<file path="config.mk">
export PLATFORM = sky130hd
export DESIGN_NAME = ram_infr_flat
export DESIGN_NICKNAME = d
export VERILOG_FILES = /design/src/rtl/ram_if.sv /design/src/rtl/ram_infr.sv /design/src/flat_wrapper.sv
export SDC_FILE = /design/constraint.sdc
export NUM_CORES = 1
export LEC_CHECK = 0
export BUFFER_PORTS_ARGS = -buffer_cell sky130_fd_sc_hd__clkbuf_2
export CAP_MARGIN = 20
export CORE_MARGIN = 2
export CORE_UTILIZATION = 60
export DETAILED_ROUTE_END_ITERATION = 7
export GPL_TIMING_DRIVEN = 0
export PLACE_DENSITY = 0.86
export SETUP_SLACK_MARGIN = 0.3
export SLEW_MARGIN = 5
export SYNTH_ARGS = -nofsm -noshare
export SYNTH_HDL_FRONTEND = slang
export SYNTH_SLANG_ARGS = --single-unit
</file>
<file path="constraint.sdc">
create_clock -name clk -period 2.3 [get_ports clk]
set_input_delay 0.23 -clock clk [delete_from_list [all_inputs] [get_ports clk]]
set_output_delay 0.23 -clock clk [all_outputs]
set_load 0.01 [all_outputs]
</file>
<file path="src/rtl/ram_if.sv">
// Shared-address RAM port bundle: write enable, address, write data and read data.
interface ram_if #(
  parameter int ADDR_W = 5,
  parameter int DATA_W = 4
);
  logic              we;
  logic [ADDR_W-1:0] a;
  logic [DATA_W-1:0] di;
  logic [DATA_W-1:0] rd_data;

  modport master (output we, a, di, input  rd_data);
  modport slave  (input  we, a, di, output rd_data);
endinterface

</file>
<file path="src/rtl/ram_infr.sv">
// Single-port RAM with registered read address; read data is one clock behind the address and write-first.
// rst clears only the read address register, never the array.
module ram_infr #(
  parameter int ADDR_W = 5,
  parameter int DATA_W = 4
) (
  input  logic clk,
  input  logic rst,
  ram_if.slave bus
);
  localparam int DEPTH = 2 ** ADDR_W;

  // Declaration-time initialisation gives all-zero contents at configuration, so no X can ever be read.
  (* ram_style = "distributed" *)
  logic [DATA_W-1:0] mem [DEPTH] = '{default: '0};
  logic [ADDR_W-1:0] read_a;

  always_ff @(posedge clk) begin
    if (!rst && bus.we) begin
      mem[bus.a] <= bus.di;
    end
  end

  always_ff @(posedge clk or posedge rst) begin
    if (rst) begin
      read_a <= '0;
    end else begin
      read_a <= bus.a;
    end
  end

  assign bus.rd_data = mem[read_a];
endmodule

</file>
<file path="src/flat_wrapper.sv">
// flat-port wrapper written by rule: the top's interface ports become plain ports
module ram_infr_flat 
#(
  parameter int ADDR_W = 5,
  parameter int DATA_W = 4
)
  (clk, rst, bus_we, bus_a, bus_di, bus_rd_data);
  ram_if #(.ADDR_W(ADDR_W), .DATA_W(DATA_W)) bus_i ();
  input  logic clk;
  input  logic rst;
  input wire logic [$bits(bus_i.we)-1:0] bus_we;
  input wire logic [$bits(bus_i.a)-1:0] bus_a;
  input wire logic [$bits(bus_i.di)-1:0] bus_di;
  output wire logic [$bits(bus_i.rd_data)-1:0] bus_rd_data;
  assign bus_i.we = bus_we;
  assign bus_i.a = bus_a;
  assign bus_i.di = bus_di;
  assign bus_rd_data = bus_i.rd_data;
  ram_infr #(.ADDR_W(ADDR_W), .DATA_W(DATA_W)) u_core (.clk(clk), .rst(rst), .bus(bus_i));
endmodule
</file>
==> impl_results.md <==
* Outcome: finished, violations left
* Violated checks: negative setup slack
* RSZ-0062 raised after global routing: true
* HPWL after detailed placement at 6420 um
* Footprint of the multi-input gates at 1170 sq um
* Slew HR at 54.7%
* Clock Pin Slew Worst Setup and Hold Paths at 0.06 ns
* Fin crit period at 2.91 ns
* Max clock buf depth at 2
* WS Path Type: register to output pin
* Req. time, crit path at 2.07 ns
* Worst Setup Start Kind: register
* Site Rows at 33
* CTS Buf Count at 17
* Post-Synthesis Cells at 233
* Slew @ Worst Pin at 0.679 ns
* GPL Wtd Cong at 0.765
* Top cell by count, worst path: mux4_2
* GR Util All Layers at 26.9%
* Crit path max fanout at 6
* TritonCTS clock tree: yes
* CP Capture Type: output pin
* Drt via density at 6.68
* Seq cells post-synth at 133
* Avg WL per Cell at 29.0 um
* Number of max-cap violations at 0
* Final period util at 126%
* CP top delay family: multiplexers
* DP Worst Slack at -0.319 ns
* Fillers at 415
* Die Y at 97.0 um
* Share of cells above drive strength 1 at 36.0%
* Die area at 9410 sq um
* Pin count of the biggest net entering global routing at 33
* Worst-path cell chain: buf_8, buf_12, mux4_2, mux4_2, mux2_4, buf_6
* Leakage at 2.01 nW
* Max-slew violations at 0
* Vias in the first global route at 2806
* CTS Sinks at 133
* # DRC at 0
* Post-layout util at 74.5%
* Post-synth net total at 245
* Area Growth Syn to Fin at 19.0%
* Peak supply drop at 0.629 mV
* Final Net Count at 288
* Post-Syn Area at 5190 sq um
* Final Hold Viols at 0
* Iter 0 DRT Violations at 289
* Synth Area per Inst at 22.3 sq um
* Final worst slack at -0.609 ns
* Worst path max stage delay at 0.55 ns
* Buf/Inv on CP at 3
* YS warnings at 0
* Port Buffers at 15
* Die Span X at 97.0 um
* # IOs at 16
* Yosys cell types at 18
* Power per cell area at 937 nW/um^2
* Critical Path AT at 2.68 ns
* Initial Utilization at 62.6%
* Initial antenna violation count at 0
* Gr ovfl total at 0
* First drt pass iteration count at 5
* N_diodes at 0
* Class of the worst hold path: input port to async pin
* CTS H-Tree Depth at 4
* Final WL at 11400 um
* Register area share after synthesis at 76.4%
* DR vias at 2630
* Clk root buf: clkbuf_8
* Antenna viol nets, final at 0
* Reg area at 3970 sq um
* Max frequency at 0.344 GHz
* CP max stage cell: mux4_2
* Setup Viol. Count Final at 4
* Global-route wire length before repair at 17600 um
* Core area at 8300 sq um
flip-flops by register name, indices dropped and copies added (netlist names):
register and cells:
u_core.mem 128, u_core.read_a 5
cell type report:
class,count,area share [%]
Clock buffer,17,6.70
Tap cell,105,2.13
Sequential cell,133,64.2
Buffer,10,1.64
Clock inverter,15,3.28
Inverter,1,0.0607
Multi-Input combinational cell,89,19.0
Timing Repair Buffer,24,2.98
report_power, final:
part	total, mW	internal [mW]	leakage, nW	switching [mW]
logic	0.293	0.139	0.500	0.154
clock network	2.81	1.77	0.299	1.04
registers	2.69	2.68	1.21	0.00966
total	5.79	4.58	2.01	1.21
placed cells by master (no fill, tap or decap), types with 4 or more instances in the layout:
cell and count:
edfxtp_1 128, mux4_2 40, nor2_1 33, clkbuf_16 16
clkbuf_2 14, dlygate4sd3_1 6, dfrtp_1 5, mux2_4 4
bufinv_16 4
worst min-delay path, cell delays in order:
cell	delay, ns
clkbuf_2	0.08
inv_1	0.12
dlygate4sd3_1	0.72
through the flow:
step | hold slack (ns) | std cells | total power, mW | instance area [sq um] | setup TNS [ns]
finish | 0.249 | 394 | 5.79 | 6180 | -2.38
global route | 0.264 | 394 | 5.93 | 6180 | -2.71
CTS | 0.224 | 393 | 5.80 | 6160 | -2.53
detailed placement | 0.161 | 353 | 3.00 | 5450 | -1.22
global placement | 0.156 | 353 | 2.99 | 5450 | -0.927
floorplan | 0.0333 | 233 | 2.89 | 5240 | 0
per-layer routing:
metal  GRT usage [%]  part of all wire, %  vias to the layer above
met3            8.24                  9.3                       29
met4            11.8                  3.2                        0
met2            43.1                   51                      186
met1            34.6                   37                     1348
li1                -                    -                     1067
met5               0                    0                        -
kinds of logic after synthesis:
| group | synth area share, % |
|---|---|
| buffers and inverters | 1.25 |
| flip-flops | 76.4 |
| multiplexers | 18.2 |
| AND/OR/NAND/NOR | 4.10 |
cells in the mapped netlist:
| library cell | n | share of area (%) |
|---|---|---|
| buf_1 | 4 | 0.29 |
| buf_2 | 1 | 0.096 |
| buf_6 | 3 | 0.65 |
| clkbuf_1 | 2 | 0.14 |
| dfrtp_1 | 5 | 2.4 |
| edfxtp_1 | 128 | 74 |
| inv_1 | 1 | 0.072 |
| mux2_2 | 4 | 0.87 |
| mux4_2 | 40 | 17 |
| nand2_1 | 1 | 0.072 |
| nand3_1 | 1 | 0.096 |
| nand3b_1 | 3 | 0.43 |
| nand4_1 | 1 | 0.12 |
| nand4b_1 | 2 | 0.34 |
| nor2_1 | 33 | 2.4 |
| or3_1 | 1 | 0.12 |
| or3b_2 | 2 | 0.34 |
| or4b_2 | 1 | 0.19 |
how the worst max path moves through the flow:
stage	slack [ns]	from	endpoint	cells after the start
2_1_floorplan	0.24	u_core.read_a[1]	bus_rd_data[0]	5
3_3_place_gp	-0.24	u_core.read_a[2]	bus_rd_data[3]	5
3_5_place_dp	-0.32	u_core.read_a[2]	bus_rd_data[0]	5
4_1_cts	-0.65	u_core.read_a[1]	bus_rd_data[1]	6
5_1_grt	-0.69	u_core.read_a[1]	bus_rd_data[2]	6
6_report	-0.61	u_core.read_a[1]	bus_rd_data[1]	6
repair_timing:
action | CTS | global route
endpoints found under the hold margin | 10 | 0
hold buffers | 6 | 0
resized for setup | 4 | 3
setup endpoints to repair | 4 | 4
setup buffers | 1 | 1
cloned | 1 | 0
(Power assumes the default switching activity.)
